===== src/rtl/riscv_pkg.sv =====
// Shared core package: architectural widths and the register-file clear-FSM state.
//   XLEN       - data width of every integer register
//   REG_ADDR_W - width of a register index
//   NUM_REGS   - number of architectural integer registers (x0..x31)
package riscv_pkg;

  localparam int unsigned XLEN       = 32;
  localparam int unsigned REG_ADDR_W = 5;
  localparam int unsigned NUM_REGS   = 32;

  // Register-file lifecycle: CLEAR wipes x1..x31 after reset, READY serves the core.
  typedef enum logic {
    CLEAR = 1'b0,
    READY = 1'b1
  } rf_state_t;

endpackage : riscv_pkg


===== src/rtl/reg_file_clear_ctrl.sv =====
// Register-file clear sequencer: after reset, walks clr_idx from 1 to 31 (one
// register per cycle) and then parks in READY until the next reset.
// Ports:
//   clk     - rising-edge clock
//   rst     - synchronous active-high reset; restarts the sweep at index 1
//   busy    - high while the sweep runs (31 cycles after the reset edge)
//   clr_we  - zero-write strobe for regs[clr_idx]
//   clr_idx - register index being cleared this cycle
module reg_file_clear_ctrl
  import riscv_pkg::*;
(
  input  logic                  clk,
  input  logic                  rst,
  output logic                  busy,
  output logic                  clr_we,
  output logic [REG_ADDR_W-1:0] clr_idx
);

  localparam int unsigned LAST_IDX = NUM_REGS - 1;

  rf_state_t             state;
  rf_state_t             state_nxt;
  logic [REG_ADDR_W-1:0] idx_nxt;

  // Next-state: advance through the indices, leave CLEAR once the last one is wiped.
  always_comb begin
    state_nxt = state;
    idx_nxt   = clr_idx;
    case (state)
      CLEAR: begin
        if (clr_idx == REG_ADDR_W'(LAST_IDX)) begin
          // Hold the index at 31 so the 5-bit counter never wraps to x0.
          state_nxt = READY;
        end else begin
          idx_nxt = clr_idx + REG_ADDR_W'(1);
        end
      end
      READY: begin
        state_nxt = READY;
      end
      default: begin
        state_nxt = CLEAR;
      end
    endcase
  end

  // State, counter and registered status outputs.
  always_ff @(posedge clk) begin
    if (rst) begin
      state   <= CLEAR;
      clr_idx <= REG_ADDR_W'(1);
      busy    <= 1'b1;
      clr_we  <= 1'b1;
    end else begin
      state   <= state_nxt;
      clr_idx <= idx_nxt;
      busy    <= (state_nxt == CLEAR);
      clr_we  <= (state_nxt == CLEAR);
    end
  end

endmodule : reg_file_clear_ctrl


===== src/rtl/reg_file.sv =====
// 32 x 32-bit integer register file with two combinational read ports and one
// write port. x0 is hardwired to zero. After reset the registers are cleared
// one per cycle while busy is high; reads return 0 and writes are ignored then.
// Compile option: REG_FILE_BYPASS_EN forwards a same-cycle write to a matching
// read port (write-through); without it a read returns the pre-write value.
// Ports:
//   clk, rst           - clock, synchronous active-high reset
//   rs1_addr/rs1_data  - read port 1 (ALU operand a)
//   rs2_addr/rs2_data  - read port 2 (ALU operand b)
//   rd_addr/rd_data    - write port index/data, committed when reg_write=1
//   busy               - clear sweep in progress; core must stall
module reg_file
  import riscv_pkg::*;
(
  input  logic                  clk,
  input  logic                  rst,
  input  logic [REG_ADDR_W-1:0] rs1_addr,
  input  logic [REG_ADDR_W-1:0] rs2_addr,
  input  logic [REG_ADDR_W-1:0] rd_addr,
  input  logic [XLEN-1:0]       rd_data,
  input  logic                  reg_write,
  output logic [XLEN-1:0]       rs1_data,
  output logic [XLEN-1:0]       rs2_data,
  output logic                  busy
);

  logic [XLEN-1:0]       regs [NUM_REGS];
  logic                  clr_we;
  logic [REG_ADDR_W-1:0] clr_idx;
  logic                  wr_en_c;

  reg_file_clear_ctrl u_clear_ctrl (
    .clk     (clk),
    .rst     (rst),
    .busy    (busy),
    .clr_we  (clr_we),
    .clr_idx (clr_idx)
  );

  // Architectural write: only in READY and never to x0.
  assign wr_en_c = reg_write && !busy && (rd_addr != '0);

  // Storage: the clear sweep owns the write port while busy; reset suppresses all writes.
  always_ff @(posedge clk) begin
    if (!rst) begin
      if (clr_we) begin
        regs[clr_idx] <= '0;
      end else if (wr_en_c) begin
        regs[rd_addr] <= rd_data;
      end
    end
  end

  // Read port 1: zero while busy or for x0.
  always_comb begin
    rs1_data = '0;
    if (!busy && (rs1_addr != '0)) begin
      rs1_data = regs[rs1_addr];
`ifdef REG_FILE_BYPASS_EN
      if (wr_en_c && (rd_addr == rs1_addr)) begin
        rs1_data = rd_data;
      end
`endif
    end
  end

  // Read port 2: same rules as port 1.
  always_comb begin
    rs2_data = '0;
    if (!busy && (rs2_addr != '0)) begin
      rs2_data = regs[rs2_addr];
`ifdef REG_FILE_BYPASS_EN
      if (wr_en_c && (rd_addr == rs2_addr)) begin
        rs2_data = rd_data;
      end
`endif
    end
  end

endmodule : reg_file


===== config.mk =====
export PLATFORM = sky130hd
export DESIGN_NAME = reg_file
export DESIGN_NICKNAME = d
export VERILOG_FILES = /design/src/rtl/riscv_pkg.sv /design/src/rtl/reg_file_clear_ctrl.sv /design/src/rtl/reg_file.sv
export SDC_FILE = /design/constraint.sdc
export NUM_CORES = 1
export LEC_CHECK = 0
export BUFFER_PORTS_ARGS = -buffer_cell sky130_fd_sc_hd__buf_2
export CELL_PAD_IN_SITES_DETAIL_PLACEMENT = 0
export CELL_PAD_IN_SITES_GLOBAL_PLACEMENT = 1
export CORE_ASPECT_RATIO = 1.2
export CORE_UTILIZATION = 24
export CTS_CLUSTER_DIAMETER = 100
export DETAILED_ROUTE_END_ITERATION = 6
export PLACE_DENSITY_LB_ADDON = 0.08
export SLEW_MARGIN = 10
export SYNTH_ARGS = -nofsm -noshare
export SYNTH_HDL_FRONTEND = slang
export SYNTH_SLANG_ARGS = --single-unit
export TNS_END_PERCENT = 30

===== constraint.sdc =====
create_clock -name clk -period 5.8 [get_ports clk]
set_input_delay 0.87 -clock clk [delete_from_list [all_inputs] [get_ports clk]]
set_output_delay 0.87 -clock clk [all_outputs]
set_load 0.01 [all_outputs]

==> impl_metrics.py, run 1 <==
metrics = {
    "min_path": {
        "hold_class": "input port to flip-flop",
    },
    "synth": {
        "syn_nets": 2579,
        "syn_inst": 2527,
        "synthTopCellsByArea": "edfxtp_1 64%, mux4_2 20%, mux2i_1 6.4%, a22oi_1 0.96%, mux2_2 0.93%",
        "synth_seq_cells": 1031,
        "syn_area_um2": 48400,
        "synth_ff_type": "edfxtp_1",
        "synth_common_cells": "1024 x edfxtp_1, 426 x mux4_2, 308 x mux2i_1, 81 x buf_2",
        "syn_avg_cell_area_um2": 19.1,
        "synth_cell_types": 45,
        "ys_seq_area_share_pct": 63.9,
        "synth_top_area_share_pct": 63.6,
        "synth_most_common_cell": "edfxtp_1",
        "synth-edff-count": 1024,
        "async_flop_share_pct": 0,
        "yosysTopAreaCell": "edfxtp_1",
        "ys_warn_count": 0,
    },
    "setup_path": {
        "path_max_fanout": 19,
        "r2r_slack_ns": 1.85,
        "crit_required_ns": 4.93,
        "critPathLaunchType": "input port",
        "path_class": "input port to output pin",
        "crit_path_end_kind": "output pin",
        "worstPathArrival_ns": 4.03,
    },
    "cells_and_area": {
        "area_growth_pct": 18.2,
        "multi_input_area_um2": 16600,
        "nNetsFinal": 2786,
        "layout-drive-gt1-share_pct": 35.1,
        "regArea_um2": 30900,
        "fill_cells": 19600,
    },
    "die": {
        "core_um2": 200000,
        "pin_count": 115,
        "die_x_um": 412,
        "start_util_pct": 24.2,
        "rows": 180,
        "chipHeight_um": 494,
        "die-area_um2": 203000,
    },
    "cts": {
        "cts_hold_buf": 0,
        "insertion_delay_ns": 0.77,
        "post_cts_buffers": 0,
        "clockBufferDepth": 3,
        "clock_sinks": 1031,
        "clkTransAtPathRegs_ns": 0.05,
        "cts_tree": "built",
        "htreeDepth": 4,
        "ctsResizeCount": 0,
        "cts_made_buffers": 130,
        "cts_root_buf": "clkbuf_16",
    },
    "sta": {
        "finalCritPeriodShare_pct": 84.4,
        "finalSetupViolations": 0,
        "layout_min_cycle_time_ns": 4.90,
        "slew_violations": 0,
        "clock_skew_ns": 0.0140,
        "finalHoldViolations": 0,
        "setup_ws_ns": 0.905,
        "max_freq_mhz": 204,
        "tightestPinTransition_ns": 1.20,
        "slew_headroom_pct": 19.6,
        "hold_ws_ns": 0.398,
        "rsz0062_at_grt": "false",
        "finalSetupTns_ns": 0,
    },
    "place": {
        "dp_hpwl_um": 125000,
        "io_buffers": 114,
        "dp_slack_ns": 0.860,
        "place_congestion": 0.761,
    },
    "routing": {
        "drt_wl_total_um": 203000,
        "num_vias": 28000,
        "viasPerCell": 5.11,
        "postRouteAntennaNets": 0,
        "drt-initial-drc-count": 2471,
        "detail_route.first_pass.iterations": 5,
        "route.detailed.drc": 0,
        "wl_per_cell_um": 37.0,
    },
    "power_and_ir_drop": {
        "total_power_mw": 17.4,
        "powerDensity_nw_per_um2": 304,
        "ir_drop_v": 0.000282,
        "p_leak_nw": 17.4,
    },
    "grt": {
        "grt_use_total_pct": 19.9,
        "grt_first_pass_wirelength_um": 272000,
        "grt_overflow_total": 0,
        "grt_max_degree": 87,
        "grt_pass1_vias": 30200,
        "antenna_found_initial": 16,
    },
    "job": {
        "drv_cap": 0,
    },
    "status": {
        "status": "finished, final reports clean",
    },
}
[power breakdown]
part	leakage, nW	internal [mW]	total (mW)	switching (mW)
clock	2.03	4.72	8.02	3.30
sequential	8.40	8.16	8.20	0.0382
combinational	6.95	0.462	1.15	0.685
[per-layer routing]
| layer | up-vias | global-route usage (%) | routed length (um) |
|---|---|---|---|
| met1 | 15600 | 26.6 | 88700 |
| met4 | 2 | 5.62 | 5210 |
| li1 | 11300 | - | - |
| met3 | 221 | 3.07 | 9010 |
| met2 | 870 | 33.2 | 99700 |
| met5 | - | 0 | 9 |
[layout by cell type (no fill, tap or decap), types with 5 or more instances in the layout]
cell | Yosys | layout
nand2_1 | 58 | 58
mux2i_1 | 308 | 308
a211o_1 | 23 | 23
buf_4 | 23 | 133
nor3_2 | 0 | 16
nor2_4 | 0 | 17
or2_2 | 19 | 19
a211oi_1 | 8 | 8
o221ai_1 | 30 | 30
inv_1 | 7 | 7
clkbuf_16 | 0 | 135
nor2_1 | 27 | 10
nand3_1 | 44 | 44
and3_1 | 6 | 6
mux2_2 | 40 | 40
a22oi_1 | 62 | 62
nor2b_1 | 15 | 12
a21oi_1 | 28 | 28
and2_2 | 0 | 10
buf_12 | 0 | 27
dfxtp_1 | 7 | 7
nor3_1 | 29 | 13
clkinv_1 | 0 | 28
buf_2 | 81 | 107
o22a_1 | 22 | 22
mux4_2 | 426 | 426
a32oi_1 | 5 | 5
clkbuf_1 | 62 | 28
o22ai_1 | 31 | 31
a31oi_1 | 29 | 29
bufinv_16 | 0 | 10
clkinv_2 | 0 | 21
clkinv_8 | 0 | 6
nand4_1 | 11 | 11
and2_1 | 36 | 26
edfxtp_1 | 1024 | 1024
buf_8 | 0 | 6
[path summary, 6_finish.rpt]
kind / to / cells past startpoint / start
min reg2reg: u_clear_ctrl.clr_idx[1] / 2 / u_clear_ctrl.clr_idx[1]
min: u_clear_ctrl.clr_idx[4] / 2 / rst
max: rs1_data[4] / 8 / rs1_addr[4]
max reg2reg: regs[2][8] / 5 / u_clear_ctrl.clr_we
[sequential cells by signal (all words and copies together), names as in the netlist]
register,flops
u_clear_ctrl.state,1
u_clear_ctrl.clr_idx,5
u_clear_ctrl.clr_we,1
regs,1024
[stage by stage]
step                area [um^2]  util [%]  cells
floorplan                 48400         -   2527
CTS                       57100      28.5   5477
detailed placement        53000      26.5   5241
global placement          53000      26.5   5240
global route              57200      28.6   5478
finish                    57200      28.6   5480
[kinds of logic after synthesis]
| logic type | synth area share (%) |
|---|---|
| flip-flops | 63.9 |
| adder cells (fa/ha/maj) | 0.0517 |
| buffers and inverters | 2.31 |
| AO/OA/AOI/OAI | 3.75 |
| XOR/XNOR | 0.0543 |
| multiplexers | 27.1 |
| AND/OR/NAND/NOR | 2.81 |
[worst max-delay path, cell delays in order]
cell     delay, ns
buf_2         0.40
buf_4         0.41
or3_1         0.18
buf_4         0.49
o22ai_1       0.21
a211o_1       0.31
a31oi_1       0.80
buf_2         0.29
[area by class of cell]
| class | count | share of cell area (%) |
|---|---|---|
| multi-input cells | 1290 | 29.0 |
| inverters | 7 | 0.0460 |
| clock buffers | 164 | 6.12 |
| well taps | 2639 | 5.78 |
| diodes | 3 | 0.0131 |
| repair buffers | 274 | 3.81 |
| clock inverters | 72 | 1.16 |
| flip-flops and latches | 1031 | 54.0 |
Power figures use the tool's default switching activity.
==> run 2, diff against run 1 <==
==> constraint.sdc (replaced) <==
create_clock -name clk -period 4.82 [get_ports clk]
set_input_delay 0.723 -clock clk [delete_from_list [all_inputs] [get_ports clk]]
set_output_delay 0.723 -clock clk [all_outputs]
set_load 0.01 [all_outputs]
==> run 2 against run 1 <==
Against the previous run: global-route usage down 0.54 points; non-clock buffer count grew 37; cell count grew 0.22%; cell area is 0.32% higher; wire length fell by 2.0%; largest cell class unchanged.
==> impl_metrics.py, run 2 (same netlist as run 1, synthesis figures left out) <==
metrics = {
    "status": {
        "status": "finished, final reports clean",
    },
    "power_and_ir_drop": {
        "p_leak_nw": 17.5,
        "powerDensity_nw_per_um2": 353,
        "ir_drop_v": 0.000306,
        "total_power_mw": 20.3,
    },
    "die": {
        "die-area_um2": 203000,
        "pin_count": 115,
        "core_um2": 200000,
        "rows": 180,
        "die_x_um": 412,
        "start_util_pct": 24.2,
        "chipHeight_um": 494,
    },
    "sta": {
        "slew_headroom_pct": 18.2,
        "clock_skew_ns": 0.0216,
        "finalCritPeriodShare_pct": 88.1,
        "layout_min_cycle_time_ns": 4.25,
        "slew_violations": 0,
        "finalSetupTns_ns": 0,
        "tightestPinTransition_ns": 1.22,
        "setup_ws_ns": 0.574,
        "rsz0062_at_grt": "false",
        "finalHoldViolations": 0,
        "max_freq_mhz": 236,
        "finalSetupViolations": 0,
    },
    "routing": {
        "drt-initial-drc-count": 2317,
        "viasPerCell": 5.09,
        "route.detailed.drc": 0,
        "num_vias": 28000,
        "detail_route.first_pass.iterations": 5,
        "drt_wl_total_um": 198000,
        "wl_per_cell_um": 36.1,
        "postRouteAntennaNets": 0,
    },
    "setup_path": {
        "reg2reg_from": "u_clear_ctrl.clr_we",
        "worstPathArrival_ns": 3.52,
        "path_max_fanout": 50,
        "critPathMaxStageDelay_ns": 0.55,
        "cp_num_buf_inv": 3,
        "crit_path_end_kind": "output pin",
        "critPathLaunchType": "input port",
        "critical-path-top-delay-family": "buffers and inverters",
        "path_class": "input port to output pin",
        "crit_slowest_cell": "mux4_2",
        "crit_required_ns": 4.10,
        "path_cells": "buf_8, buf_4, mux4_2, mux2i_1, o221ai_1, buf_2",
        "crit_path_start": "rs2_addr[0]",
    },
    "place": {
        "io_buffers": 114,
        "dp_hpwl_um": 122000,
        "place_congestion": 0.758,
        "dp_slack_ns": 0.400,
    },
    "cells_and_area": {
        "largest_reg_flops": 1024,
        "postLayoutCoreUtil_pct": 28.6,
        "multi_input_area_um2": 16600,
        "regArea_um2": 30900,
        "layout-drive-gt1-share_pct": 35.5,
        "reg_top3": "regs x1024, u_clear_ctrl.clr_idx x5",
        "top_register": "regs",
        "fill_cells": 19600,
        "area_growth_pct": 18.6,
        "layout_common_cells": "1024 x edfxtp_1, 426 x mux4_2, 308 x mux2i_1, 148 x buf_4, 120 x clkbuf_16",
        "nNetsFinal": 2811,
        "final_common_cell": "edfxtp_1",
    },
    "cts": {
        "cts_tree": "built",
        "clock_sinks": 1031,
        "insertion_delay_ns": 0.76,
        "ctsResizeCount": 0,
        "clkTransAtPathRegs_ns": 0.05,
        "htreeDepth": 3,
        "cts_hold_buf": 0,
        "cts_root_buf": "clkbuf_16",
        "clockBufferDepth": 3,
        "cts_made_buffers": 118,
        "post_cts_buffers": 0,
    },
    "grt": {
        "grt_first_pass_wirelength_um": 266000,
        "antenna_found_initial": 19,
        "grt_use_total_pct": 19.3,
        "grt_max_degree": 51,
        "grt_pass1_vias": 29800,
        "grt_overflow_total": 0,
    },
    "job": {
        "drv_cap": 0,
    },
    "min_path": {
        "hold_class": "input port to flip-flop",
        "hold_start": "rst",
    },
}
## run 2: where the power goes
part           internal, mW  switching (mW)  total, mW  leakage, nW
clock network          5.25            3.79       9.04         1.86
logic                 0.569           0.797       1.37         7.22
registers              9.82          0.0461       9.86         8.40
## run 2: metal layers
metal	GRT usage (%)	share of wire, %	routed length [um]	up-vias
met2	34.3	51	102000	870
met5	0	0.0065	13	-
met3	2.28	4.4	8810	182
met1	25.0	42	83700	15600
met4	4.61	1.9	3830	2
li1	-	-	-	11300
## run 2: path summary, 6_finish.rpt
path,cells past startpoint,end,slack [ns]
hold / removal,2,u_clear_ctrl.clr_idx[4],0.28
hold reg to reg,2,u_clear_ctrl.clr_idx[1],0.56
setup / recovery,6,rs2_data[0],0.57
setup reg to reg,6,regs[3][12],1.39
## run 2: cell type report
cell class                 count  area share, %
antenna                        3         0.0131
clock buffer                 138           5.35
clock inverter                73           1.26
inverter                       7         0.0458
multi-input combinational   1290           28.9
sequential                  1031           53.9
tap                         2639           5.76
timing repair buffer         311           4.77
## run 2: per-stage QoR
step	hold slack, ns	instance area (um^2)	cells
floorplan	0.492	48400	2527
CTS	0.212	57300	5489
finish	0.280	57400	5492
global placement	0.544	53500	5278
detailed placement	0.552	53500	5278
global route	0.259	57300	5490
==> run 3, diff against run 2 <==
==> constraint.sdc (replaced) <==
create_clock -name clk -period 5.06 [get_ports clk]
set_input_delay 0.759 -clock clk [delete_from_list [all_inputs] [get_ports clk]]
set_output_delay 0.759 -clock clk [all_outputs]
set_load 0.01 [all_outputs]
==> run 3 against run 2 <==
Against the previous run: wire length increased by 0.32%; sequential power decreased by 4.8%; die area unchanged; first-iteration DRC count increased by 8.0%; clock power decreased by 2.7%; hold slack improved by 0.029 ns; utilization decreased by 0.096 points; clock skew decreased by 0.0039 ns; critical path depth unchanged; sequential share of layout area increased by 0.18 points; cell count decreased by 0.56%; highest routed layer is now met4.
==> impl_metrics.py, run 3 (same netlist as run 1, synthesis figures left out) <==
metrics = {
    "cells_and_area": {
        "fill_cells": 19600,
        "largest_reg_flops": 1024,
        "area_growth_pct": 18.2,
        "reg_top3": "regs x1024, u_clear_ctrl.clr_idx x5",
        "final_common_cell": "edfxtp_1",
        "layout-drive-gt1-share_pct": 34.9,
        "top_register": "regs",
        "nNetsFinal": 2773,
        "layout_common_cells": "1024 x edfxtp_1, 426 x mux4_2, 308 x mux2i_1, 120 x clkbuf_16, 113 x buf_4",
    },
    "sta": {
        "finalCritPeriodShare_pct": 86.5,
        "finalSetupViolations": 0,
        "layout_min_cycle_time_ns": 4.38,
        "finalSetupTns_ns": 0,
        "slew_headroom_pct": 17.4,
        "finalHoldViolations": 0,
        "rsz0062_at_grt": "false",
        "max_freq_mhz": 228,
        "slew_violations": 0,
        "clock_skew_ns": 0.0177,
        "setup_ws_ns": 0.683,
        "tightestPinTransition_ns": 1.24,
    },
    "routing": {
        "num_vias": 27800,
        "viasPerCell": 5.09,
        "route.detailed.drc": 0,
        "drt_wl_total_um": 199000,
        "postRouteAntennaNets": 0,
        "drt-initial-drc-count": 2502,
        "wl_per_cell_um": 36.5,
        "detail_route.first_pass.iterations": 5,
    },
    "cts": {
        "cts_hold_buf": 0,
        "clock_sinks": 1031,
        "cts_root_buf": "clkbuf_16",
        "clockBufferDepth": 3,
        "post_cts_buffers": 0,
        "cts_tree": "built",
        "insertion_delay_ns": 0.75,
        "ctsResizeCount": 0,
        "clkTransAtPathRegs_ns": 0.06,
        "cts_made_buffers": 117,
        "htreeDepth": 3,
    },
    "setup_path": {
        "critPathLaunchType": "flip-flop",
        "path_max_fanout": 21,
        "critPathMaxStageDelay_ns": 0.59,
        "crit_required_ns": 4.30,
        "crit_path_end_kind": "output pin",
        "cp_num_buf_inv": 2,
        "worstPathArrival_ns": 3.62,
        "path_cells": "or3b_2, buf_4, a21oi_1, nand3_1, nand4_1, buf_2",
        "reg2reg_from": "u_clear_ctrl.clr_we",
        "path_class": "flip-flop to output pin",
        "crit_path_start": "u_clear_ctrl.clr_we",
        "crit_slowest_cell": "or3b_2",
        "critical-path-top-delay-family": "simple AND/OR/NAND/NOR gates",
    },
    "min_path": {
        "hold_start": "rst",
        "hold_class": "input port to flip-flop",
    },
    "die": {
        "die-area_um2": 203000,
        "start_util_pct": 24.2,
        "core_um2": 200000,
        "pin_count": 115,
        "chipHeight_um": 494,
        "rows": 180,
        "die_x_um": 412,
    },
    "grt": {
        "grt_use_total_pct": 19.4,
        "antenna_found_initial": 24,
        "grt_pass1_vias": 29400,
        "grt_overflow_total": 0,
        "grt_max_degree": 70,
        "grt_first_pass_wirelength_um": 266000,
    },
    "place": {
        "dp_slack_ns": 0.675,
        "place_congestion": 0.761,
        "io_buffers": 114,
        "dp_hpwl_um": 120000,
    },
    "power_and_ir_drop": {
        "p_leak_nw": 17.3,
        "powerDensity_nw_per_um2": 341,
        "ir_drop_v": 0.000257,
    },
    "job": {
        "drv_cap": 0,
    },
    "status": {
        "status": "finished, final reports clean",
    },
}
[run 3: worst paths after layout]
check | to | slack (ns) | depth (start not counted)
max | rs2_data[11] | 0.68 | 6
min | u_clear_ctrl.clr_idx[1] | 0.31 | 2
max reg2reg | regs[18][12] | 1.41 | 7
min reg2reg | u_clear_ctrl.clr_idx[1] | 0.55 | 2
[run 3: power by group]
part / internal, mW / leakage (nW) / switching [mW]
clock: 5.12 / 1.88 / 3.68
combinational: 0.530 / 7.02 / 0.754
sequential: 9.35 / 8.40 / 0.0436
total: 15.0 / 17.3 / 4.47
[run 3: layout make-up]
| class | count | area, um^2 | area share (%) |
|---|---|---|---|
| inverters | 7 | 26.3 | 0.0460 |
| repair buffers | 274 | 2430 | 4.26 |
| clock buffers | 136 | 3060 | 5.36 |
| multi-input cells | 1290 | 16600 | 29.1 |
| well taps | 2639 | 3300 | 5.78 |
| clock inverters | 81 | 832 | 1.46 |
| diodes | 3 | 7.51 | 0.0131 |
| flip-flops and latches | 1031 | 30900 | 54.0 |
[run 3: per-stage QoR]
stage               hold WS (ns)  util (%)  std cells  cell area (um^2)  total power [mW]
finish                     0.309      28.5       5461             57200              19.5
global route               0.294      28.5       5459             57200              20.1
CTS                        0.249      28.5       5458             57100              19.7
detailed placement         0.553      26.6       5241             53200              10.9
global placement           0.543      26.6       5241             53200              10.9
floorplan                  0.492         -       2527             48400              10.4
[run 3: metal layers]
layer | share of wire, % | GRT usage (%) | routed length, um | up-vias
met4 | 1.9 | 4.51 | 3700 | 0
met3 | 5.1 | 2.87 | 10200 | 169
met2 | 50 | 33.1 | 99000 | 960
met5 | 0 | 0 | 0 | -
met1 | 43 | 25.9 | 86200 | 15400
li1 | - | - | - | 11200
[run 3: worst reg2reg max path, stage by stage (launching register included)]
cell and delay, ns:
dfxtp_1 0.44, buf_4 0.27, nor3b_1 0.66, o21a_2 0.42
buf_4 0.36, mux2i_1 0.19, nor3_2 0.28, buf_4 0.61
